<file path="src/rtl/connect_four_move_arbiter.sv">
// Move arbiter for the Connect Four datapath: serves the turn owner's request,
// sequences it through the datapath strobes and holds the game-over result.
module connect_four_move_arbiter #(
  parameter int COL_W       = 3,
  parameter int CPU_TIMEOUT = 64,
  parameter int TO_W        = 7
) (
  input  logic             clk,
  input  logic             reset_n,
  input  logic [1:0]       mode,
  input  logic             tick,
  input  logic             new_game,
  input  logic             h_req,
  input  logic [COL_W-1:0] h_col,
  output logic             h_ack,
  output logic             h_nak,
  input  logic             c_req,
  input  logic [COL_W-1:0] c_col,
  output logic             c_ack,
  output logic             c_nak,
  input  logic [1:0]       current_player,
  input  logic             column_full,
  input  logic             win_found,
  input  logic             board_full,
  output logic [COL_W-1:0] cursor_col,
  output logic             clear_board,
  output logic             validate_enable,
  output logic             find_row_enable,
  output logic             drop_token,
  output logic             switch_player_enable,
  output logic             winner_enable,
  output logic [1:0]       winner_player,
  output logic             cpu_timeout,
  output logic             busy
);

  typedef enum logic [3:0] {
    S_CLEAR, S_IDLE, S_VALIDATE, S_VWAIT, S_FIND,
    S_DROP, S_SETTLE, S_EVAL, S_SWITCH, S_OVER
  } state_e;

  localparam logic [1:0]      P1     = 2'b01;
  localparam logic [1:0]      P2     = 2'b10;
  localparam logic [TO_W-1:0] TO_MAX = TO_W'(CPU_TIMEOUT);

  state_e           state_q, state_d;
  logic             src_cpu_q, src_cpu_d;
  logic [COL_W-1:0] col_d;
  logic [TO_W-1:0]  to_q, to_d;
  logic [2:0]       owner_q, owner_d;
  logic             win_en_d, cpu_to_d;
  logic [1:0]       win_pl_d;
  logic             ack_d, nak_d;
  logic             cpu_turn, to_expired, grant_c, grant_h;

  // The human port may stand in for a silent CPU once the timeout expires.
  always_comb begin
    cpu_turn   = (mode[0] && current_player == P2) || (mode[1] && current_player == P1);
    to_expired = (to_q == TO_MAX);
    grant_c    = cpu_turn && c_req;
    grant_h    = !grant_c && h_req && (!cpu_turn || to_expired);
  end

  // NOTE: every signal gets its hold/default value first so no path infers a latch.
  always_comb begin
    state_d   = state_q;
    src_cpu_d = src_cpu_q;
    col_d     = cursor_col;
    to_d      = to_q;
    owner_d   = {cpu_turn, current_player};
    win_en_d  = winner_enable;
    win_pl_d  = winner_player;
    cpu_to_d  = cpu_timeout;
    ack_d     = 1'b0;
    nak_d     = 1'b0;

    unique case (state_q)
      S_CLEAR: begin
        state_d  = S_IDLE;
        win_en_d = 1'b0;
        win_pl_d = 2'b00;
      end
      S_IDLE: begin
        if (grant_c || grant_h) begin
          state_d   = S_VALIDATE;
          src_cpu_d = grant_c;
          col_d     = grant_c ? c_col : h_col;
          to_d      = '0;
          if (grant_h && cpu_turn) cpu_to_d = 1'b1;
        end else if (owner_d != owner_q) begin
          to_d = '0;
        end else if (cpu_turn && !c_req && tick && !to_expired) begin
          to_d = to_q + 1'b1;
        end
      end
      S_VALIDATE: state_d = S_VWAIT;
      S_VWAIT: begin
        if (column_full) begin
          nak_d   = 1'b1;
          state_d = S_IDLE;
        end else begin
          state_d = S_FIND;
        end
      end
      S_FIND:   state_d = S_DROP;
      S_DROP:   state_d = S_SETTLE;
      S_SETTLE: state_d = S_EVAL;
      S_EVAL: begin
        ack_d = 1'b1;
        if (win_found) begin
          win_en_d = 1'b1;
          win_pl_d = current_player;
          state_d  = S_OVER;
        end else if (board_full) begin
          win_en_d = 1'b1;
          win_pl_d = 2'b00;
          state_d  = S_OVER;
        end else begin
          state_d = S_SWITCH;
        end
      end
      S_SWITCH: state_d = S_IDLE;
      S_OVER:   state_d = S_OVER;
      default:  state_d = S_CLEAR;
    endcase

    // A new game abandons the in-flight move silently.
    if (new_game) begin
      state_d  = S_CLEAR;
      ack_d    = 1'b0;
      nak_d    = 1'b0;
      to_d     = '0;
      cpu_to_d = 1'b0;
      win_en_d = 1'b0;
      win_pl_d = 2'b00;
    end
  end

  // NOTE: sequential state uses non-blocking assignments so all registers
  // sample pre-edge values regardless of statement order.
  always_ff @(posedge clk or negedge reset_n) begin
    if (!reset_n) begin
      state_q              <= S_CLEAR;
      src_cpu_q            <= 1'b0;
      to_q                 <= '0;
      owner_q              <= '0;
      cursor_col           <= '0;
      clear_board          <= 1'b0;
      validate_enable      <= 1'b0;
      find_row_enable      <= 1'b0;
      drop_token           <= 1'b0;
      switch_player_enable <= 1'b0;
      h_ack                <= 1'b0;
      h_nak                <= 1'b0;
      c_ack                <= 1'b0;
      c_nak                <= 1'b0;
      winner_enable        <= 1'b0;
      winner_player        <= 2'b00;
      cpu_timeout          <= 1'b0;
      busy                 <= 1'b1;
    end else begin
      state_q              <= state_d;
      src_cpu_q            <= src_cpu_d;
      to_q                 <= to_d;
      owner_q              <= owner_d;
      cursor_col           <= col_d;
      clear_board          <= (state_q == S_CLEAR);
      validate_enable      <= (state_d == S_VALIDATE);
      find_row_enable      <= (state_d == S_FIND);
      drop_token           <= (state_d == S_DROP);
      switch_player_enable <= (state_d == S_SWITCH);
      h_ack                <= ack_d && !src_cpu_q;
      h_nak                <= nak_d && !src_cpu_q;
      c_ack                <= ack_d && src_cpu_q;
      c_nak                <= nak_d && src_cpu_q;
      winner_enable        <= win_en_d;
      winner_player        <= win_pl_d;
      cpu_timeout          <= cpu_to_d;
      busy                 <= !(state_d inside {S_IDLE, S_OVER});
    end
  end

endmodule

</file>
<file path="config.mk">
export PLATFORM = sky130hd
export DESIGN_NAME = connect_four_move_arbiter
export DESIGN_NICKNAME = d
export VERILOG_FILES = /design/src/rtl/connect_four_move_arbiter.sv
export SDC_FILE = /design/constraint.sdc
export NUM_CORES = 1
export LEC_CHECK = 0
export ABC_AREA = 1
export CORE_ASPECT_RATIO = 1.2
export CORE_UTILIZATION = 45
export CTS_CLUSTER_DIAMETER = 80
export DETAILED_ROUTE_END_ITERATION = 8
export PLACE_DENSITY_LB_ADDON = 0.1
export SLEW_MARGIN = 20
export SYNTH_ARGS = -nofsm -noshare
export SYNTH_HDL_FRONTEND = slang
export SYNTH_SLANG_ARGS = --single-unit
</file>
<file path="constraint.sdc">
create_clock -name clk -period 1.4 [get_ports clk]
set_input_delay 0.42 -clock clk [delete_from_list [all_inputs] [get_ports clk]]
set_output_delay 0.42 -clock clk [all_outputs]
set_load 0.02 [all_outputs]
</file>
## Word level (Yosys, flattened, before mapping)

Index checks and enable logic that the tools add are counted.

| word-level totals | value |
|---|---|
| bits in registers | 32 |
| input port bits | 19 |
| word-level logic and storage cells | 102 |

| operators by class | value |
|---|---|
| $add $sub $neg | 1 |
| equality and inequality tests | 20 |
| mux-type cells | 29 |
| reduce and logical (&&, ||, !) cells | 34 |

Operators by type and width:

| kind | number |
|---|---|
| one-hot mux 4 bit (9 select lines) | 1 |
| two-way mux 7 bit | 5 |
| equality test 4 x 3 -> 1 bit, second input constant | 6 |
| equality test 4 bit, second input constant | 4 |
| two-way mux 1 bit | 14 |
| logical AND 1 bit | 13 |
| equality test 4 x 2 -> 1 bit, second input constant | 3 |
| equality test 4 x 1 -> 1 bit, second input constant | 2 |
| two-way mux 4 bit | 2 |
| nonzero test 2 bit | 4 |
| adder 7 x 1 -> 7 bit, second input constant | 1 |
| equality test 7 bit, second input constant | 1 |
| zero test 1 bit | 6 |
| two-way mux 2 bit | 3 |
| two-way mux 3 bit | 2 |
| AND reduction 2 bit | 3 |
| zero test 4 bit | 1 |
| != test 4 bit, second input constant | 1 |
| one-hot mux 2 bit (2 select lines) | 1 |
| nonzero test 4 bit | 1 |
| logical OR 1 bit | 3 |
| != test 3 bit | 1 |
| AND reduction 3 bit | 1 |
| nonzero test 3 bit | 1 |
| 4 further kinds | 4 |

## Depth between registers and ports, before layout

Gate-level depths: netlist of run 1.

| logic depth | value |
|---|---|
| depth in word-level cells | 14 |
| mapped depth | 13 |
| depth with buffers taken out | 13 |

## Worst setup path before layout of run 1

No wires, ideal clock.

| timing | value |
|---|---|
| path type | reg-to-reg |
| from | register to_q[0] |
| to | register to_q[0] |
| setup time | 117 ps |
| arrival | 1352 ps |
| slack | -68 ps |
| stages on the path, launching flop included | 13 |
| period minus slack after synthesis | 1468 ps |
| cells stage by stage | dfrtp_1 -> inv_1 -> ha_1 -> nand2_1 -> inv_1 -> nand3_1 -> nand2_4 -> nand2_4 -> nand3_2 -> nor2_2 -> nor2_4 -> nand2_1 -> nand2_1 |

| between the ends | value |
|---|---|
| cells in the longest elaborated chain, start to end | 7 |
| elaborated cells on any way between the ends | 14 |
| classes of those cells | 1 x add/sub; 1 x eq/ne; 5 x mux; 7 x reduce/logical |

RTL lines:

| what | line | RTL |
|---|---|---|
| start, declared | 49 | `logic [TO_W-1:0] to_q, to_d;` |
| start signal, assigned | 164 | `to_q <= to_d;` |
| branches (longest 7 deep; another with adder 7 x 1 -> 7 bit) | n/a |  |

Parallel ways; which one is timed is not known. The select of a mux whose other input is x is not followed.
A chain may end at the register's enable or synchronous reset.

## Worst setup path after layout of run 1

| timing | value |
|---|---|
| from | register to_q[0] |
| to | register drop_token |

| between the ends | value |
|---|---|
| cells in the longest elaborated chain, start to end | 8 |

RTL lines:

| what | line | RTL |
|---|---|---|
| equality test 7 bit | 59 | `to_expired = (to_q == TO_MAX);` |
| logical OR 1 bit | 61 | `grant_h = !grant_c && h_req && (!cpu_turn \|\| to_expired);` |
| logical AND 1 bit | 61 |  |
| logical OR 1 bit | 84 | `if (grant_c \|\| grant_h) begin` |
| two-way mux 4 bit | 84 |  |
| one-hot mux 4 bit (9 select lines) | 77 | `unique case (state_q)` |
| two-way mux 4 bit | 128 | `if (new_game) begin` |
| equality test 4 x 3 -> 1 bit | 170 | `drop_token <= (state_d == S_DROP);` |
| end signal, assigned | 170 |  |
| end, declared | 29 | `output logic drop_token,` |

Every way passes these cells.

==> flow_metrics.py, run 1 <==
metrics = {
    "placed_design": {
        "port_buffers": 35,
        "place.gp.congestion": 0.869,
        "place_area_um2": 2300,
        "dpl.hpwl_um": 3080,
    },
    "final_layout": {
        "area_delta_synth_final_pct": 57.4,
        "mostFrequentLayoutCells": "nand2_1 (35), dfrtp_1 (31), buf_4 (31)",
        "final_common_cell": "nand2_1",
        "drive_gt1_share_pct": 39.9,
        "antennaDiodeCount": 0,
        "final_area_um2": 2640,
        "final_net_count": 293,
        "final_util_pct": 76.4,
    },
    "clock_network": {
        "cts_tree": "yes",
        "cts_buffers": 5,
        "htree_num_levels": 2,
        "clockBufferDepth": 2,
        "root_buffer": "clkbuf_8",
        "clock_sinks": 32,
        "clkTransAtPathRegs_ps": 70,
        "insertion_delay_ps": 290,
    },
    "yosys": {
        "synth_top_area_share_pct": 46.3,
        "synth_cell_types": 30,
        "yosysWarningCount": 0,
        "synth_area_per_cell_um2": 8.50,
        "ys_seq_area_share_pct": 47.9,
        "synth_top_area_cell": "dfrtp_1",
        "syn_nets": 218,
        "synthCells": 197,
        "synth.area.top_cells": "dfrtp_1 (46%), nand2_1 (10%), nor2_1 (6.9%)",
        "ys_ff_latch": 32,
        "syn_area_um2": 1680,
    },
    "critical_path": {
        "cp-end-kind": "register",
        "cp_cell_sequence": "inv_2, ha_4, nand2_2, inv_2, nand3_4, nand2_4, nand2_8, nand2_4, nand2_8, nand2_4, buf_4, nor3_2",
        "worst_ep_required_time_ps": 1600,
        "crit_top_cell": "nand2_4",
        "critical-path-max-stage-delay_ps": 360,
        "rr_worst_depth": 12,
        "timing.rr.start": "to_q[0]",
        "r2r_setup_slack_ps": -180,
        "crit_path_top_delay_cell": "dfrtp_1",
        "path_buf_inv": 3,
        "cp_max_fo": 6,
        "crit_type": "register to register",
        "path_delay_family": "simple AND/OR/NAND/NOR gates",
        "start_kind": "register",
        "cp.arrival_ps": 1780,
        "reg2reg_to": "drop_token",
    },
    "die": {
        "dieArea_um2": 3970,
        "die_h_um": 68.8,
        "rows": 23,
        "dieWidth_um": 57.7,
        "io_pins": 36,
        "coreArea_um2": 3450,
        "start_util_pct": 48.5,
    },
    "power_and_ir_drop": {
        "leakage_nw": 1.30,
        "total_power_mw": 2.51,
        "ir_drop_mv": 0.710,
        "p_per_area_nw_per_um2": 950,
    },
    "sta": {
        "fin_ws_ps": -179,
        "worst_pin_slew_ps": 294,
        "holdWs_ps": 432,
        "rsz0062_at_grt": "true",
        "timing.final.crit_share_pct": 113,
        "timing_hold_violations_final": 0,
        "fmax_ghz": 0.633,
        "setup_viol": 16,
        "layout_min_cycle_time_ps": 1580,
        "clock_skew_ps": 5.99,
        "relSlewSlack_pct": 80.3,
        "report.final.slew_viol_count": 0,
    },
    "min_path": {
        "hp-start": "current_player[0]",
        "hold_class": "input pin to register",
        "holdPathEnd": "owner_q[0]",
        "min_path_cells": 1,
    },
    "global_routing": {
        "gr-total-overflow": 0,
        "grt_pass1_wl_um": 7190,
        "grt_max_degree": 33,
        "first_global_vias": 1700,
        "antenna_found_initial": 0,
        "grt_usage_pct": 24.1,
    },
    "route": {
        "drt_wl_total_um": 4400,
        "drt_iter0_drc": 60,
        "wire_per_inst_um": 14.2,
        "drc": 3,
        "ant_nets": 0,
        "firstDrtPassIters": 6,
        "vias_per_cell": 5.19,
        "dr_total_vias": 1608,
    },
    "run_status": {
        "violations": "design-rule violations, negative setup slack",
        "status": "finished, violations left",
    },
    "job": {
        "cap_violations": 0,
    },
}
## through the flow
stage	setup WS (ps)	std cells	setup TNS [ps]
floorplan	-16.1	197	-16.1
global placement	-604	295	-10460
detailed placement	-647	295	-11390
CTS	-170	306	-1750
global route	-285	310	-3240
finish	-179	310	-1710
## where the power goes
group / internal (mW) / total [mW] / switching, mW
Clock: 0.528 / 0.870 / 0.343
Sequential: 0.982 / 1.03 / 0.0435
Combinational: 0.268 / 0.610 / 0.342
Total: 1.78 / 2.51 / 0.728
## cell usage after synthesis (all sizes together)
cell / n
a21oi: 4
a31oi: 1
clkbuf: 1
dfrtp: 31
dfstp: 1
ha: 2
inv: 23
nand2: 58
nand3: 20
nand3b: 2
nand4: 2
nor2: 36
nor3: 1
nor4: 1
o21ai: 3
o21bai: 1
o22ai: 1
o31ai: 4
xnor2: 1
xor2: 4
## timing repair
action / 4_1_cts / 5_1_grt
pin swaps: 16 / 14
gates resized for setup: 67 / 35
endpoints found under the setup margin: 35 / 33
setup buffers: 3 / 4
hold buffers: 0 / 0
## layout make-up
| class | count | area (µm²) |
|---|---|---|
| well taps | 37 | 46.3 |
| fillers | 226 | 816 |
| inverters | 23 | 91.3 |
| repair buffers | 69 | 592 |
| clock buffers | 6 | 72.6 |
| multi-input cells | 141 | 998 |
| flip-flops and latches | 32 | 802 |
| clock inverters | 2 | 35.0 |
## how the worst max path moves through the flow
stage                           start              end  slack, ps  cells past startpoint
floorplan                     to_q[0]  find_row_enable        -20                     13
global placement    current_player[1]          to_q[2]       -600                     10
detailed placement  current_player[0]          to_q[2]       -650                      9
CTS                           to_q[0]       drop_token       -170                     12
global route                  to_q[0]       drop_token       -290                     12
finish                        to_q[0]       drop_token       -180                     12
## kinds of logic (layout without fill, tap and decap cells)
group / after synthesis / after routing / synth area share (%)
AO/OA/AOI/OAI: 14 / 14 / 6.65
XOR/XNOR: 5 / 5 / 2.61
adder cells (fa/ha/maj): 2 / 2 / 1.49
buffers and inverters: 24 / 100 / 5.68
flip-flops: 32 / 32 / 47.9
AND/OR/NAND/NOR: 120 / 120 / 35.7
## flip-flops by register name, indices dropped and copies added (netlist names), 2 cells and up
signal and count:
state_q 4, winner_player 2, cursor_col 3, to_q 7, owner_q 3
## per-layer routing
metal	track usage, %	share of wire [%]	vias to the layer above
met5	0	0	-
met1	24.7	38	776
met3	5.22	4.0	12
met4	11.9	2.4	0
li1	-	-	776
met2	46.5	56	44
No activity file was read; power rests on OpenSTA's default activity.
==> run 2: changes to the inputs <==
CORE_MARGIN = 2   (was unset)
CTS_CLUSTER_DIAMETER = unset   (was 80)
GPL_TIMING_DRIVEN = 1   (was unset)
==> flow_metrics.py, run 2 (synthesis gave the netlist of run 1 again) <==
metrics = {
    "clock_network": {
        "cts_buffers": 5,
        "root_buffer": "clkbuf_8",
        "insertion_delay_ps": 290,
        "clock_sinks": 32,
        "cts_tree": "yes",
        "htree_num_levels": 2,
        "postCtsHoldBufs": 0,
        "clkTransAtPathRegs_ps": 70,
        "clockBufferDepth": 2,
    },
    "sta": {
        "setup_viol": 18,
        "fmax_ghz": 0.650,
        "fin_ws_ps": -139,
        "timing_hold_violations_final": 0,
        "rsz0062_at_grt": "true",
        "worst_pin_slew_ps": 261,
        "timing.final.crit_share_pct": 110,
        "report.final.slew_viol_count": 0,
        "clock_skew_ps": 7.91,
        "relSlewSlack_pct": 82.6,
        "finalSetupTns_ps": -1490,
        "layout_min_cycle_time_ps": 1540,
    },
    "min_path": {
        "hold_class": "input pin to register",
        "min_path_cells": 1,
    },
    "final_layout": {
        "final_net_count": 294,
        "area_delta_synth_final_pct": 55.0,
        "mostFrequentLayoutCells": "nand2_1 (37), buf_4 (34), dfrtp_1 (31)",
        "final_area_um2": 2600,
        "fillCellCount": 267,
        "drive_gt1_share_pct": 42.0,
        "final_common_cell": "nand2_1",
        "final_util_pct": 72.1,
        "ff_latch_area_um2": 802,
        "top_regs": "to_q (7), state_q (4)",
        "multi_input_area_um2": 983,
        "top_register": "to_q",
        "largest_register_ffs": 7,
        "antennaDiodeCount": 0,
    },
    "power_and_ir_drop": {
        "pwr-share-seq_pct": 44.0,
        "internal_power_mw": 1.62,
        "clock_power_share_pct": 31.4,
        "p_per_area_nw_per_um2": 888,
        "total_power_mw": 2.31,
        "ir_drop_mv": 0.626,
        "sw_frac_of_total_pct": 30.0,
        "comb_power_share_pct": 24.6,
        "leakage_nw": 1.29,
        "power.switching_uw": 691,
    },
    "critical_path": {
        "critical-path-max-stage-delay_ps": 390,
        "cp_max_fo": 4,
        "worst_ep_required_time_ps": 1620,
        "start_kind": "register",
        "cp_cell_sequence": "inv_2, ha_4, nand2_2, inv_2, nand3_4, nand2_4, nand2_4, buf_4, nand3_2, nand2_2, nand2_4, nand2_2, nor2_1",
        "cp.arrival_ps": 1760,
        "crit_path_top_delay_cell": "dfrtp_1",
        "rr_worst_depth": 13,
        "crit_type": "register to register",
        "cp-end-kind": "register",
    },
    "route": {
        "dr_total_vias": 1601,
        "vias_per_cell": 5.12,
        "drt_iter0_drc": 47,
        "drt_wl_total_um": 4120,
        "firstDrtPassIters": 4,
        "ant_nets": 0,
        "wire_per_inst_um": 13.2,
        "drc": 0,
    },
    "run_status": {
        "violations": "negative setup slack",
        "status": "finished, violations left",
    },
    "global_routing": {
        "first_global_vias": 1621,
        "gr-total-overflow": 0,
        "grt_pass1_wl_um": 6590,
        "grt_usage_pct": 20.1,
        "antenna_found_initial": 0,
        "grt_max_degree": 20,
    },
    "placed_design": {
        "port_buffers": 35,
        "pre_cts_ws_ps": -695,
        "dpl.hpwl_um": 2900,
        "place_area_um2": 2290,
        "place.gp.congestion": 0.783,
    },
    "die": {
        "dieArea_um2": 4230,
        "io_pins": 36,
        "dieWidth_um": 59.7,
        "rows": 24,
        "start_util_pct": 46.5,
        "coreArea_um2": 3600,
        "die_h_um": 70.8,
    },
    "job": {
        "cap_violations": 0,
    },
}
==> run 2: changes by cell type in the layout (fill, tap and decap cells not counted), moves of 2 or more <==
cell | previous run | this run
nand2_1 | 35 | 37
nor2_1 | 27 | 25
buf_4 | 31 | 34
buf_12 | 2 | 0
nor2_2 | 3 | 5
nand2_2 | 12 | 10
o31ai_4 | 3 | 1
inv_1 | 15 | 13
o31ai_2 | 0 | 2
buf_2 | 3 | 1
inv_2 | 7 | 9
==> run 2: path summary, 6_finish.rpt <==
path                                   start  slack [ps]               to
setup / recovery                     to_q[0]        -140  find_row_enable
hold / removal             current_player[0]         440       owner_q[0]
setup reg to reg                     to_q[0]        -140  find_row_enable
hold reg to reg                    src_cpu_q         450            h_ack
max in group asynchronous            reset_n         690       owner_q[2]
min in group asynchronous            reset_n         470       state_q[2]
==> run 2: layout make-up <==
| type | count | area share [%] |
|---|---|---|
| Inverter | 23 | 3.52 |
| Sequential cell | 32 | 30.9 |
| Multi-Input combinational cell | 141 | 37.9 |
| Timing Repair Buffer | 70 | 22.3 |
| Clock inverter | 2 | 0.385 |
| Clock buffer | 6 | 3.18 |
| Tap cell | 39 | 1.88 |
==> run 2: what timing repair did <==
action,in CTS,in global routing
buffers inserted,3,5
setup endpoints to repair,35,35
gates resized for setup,55,44
pin swaps,22,22
==> run 2: stage by stage <==
step,hold WS (ps),std cells
2_1_floorplan,124,197
3_3_place_gp,446,297
3_5_place_dp,441,297
4_1_cts,411,308
5_1_grt,435,313
6_report,437,313
==> run 2: power by group through the flow <==
stage	sequential, mW	combinational (mW)	clock (mW)
after floorplan	1.07	0.201	0
after global placement	1.03	0.476	0
after detailed placement	1.03	0.485	0
after CTS	1.01	0.510	0.736
after global routing	1.02	0.613	0.788
final	1.02	0.568	0.724
==> run 2: worst max-delay path, delay by kind of cell, from the launching register on <==
family | cells | cell delay, ps
fa+ha+maj | 1 | 120
flops | 1 | 390
simple gates | 9 | 660
buf+inv | 3 | 300
==> run 2: per-layer routing <==
layer	part of all wire (%)	vias to the layer above	global-route usage [%]
li1	-	775	-
met1	38	774	23.1
met2	55	45	34.7
met3	5.0	7	5.48
met4	1.6	0	7.65
met5	0	-	0
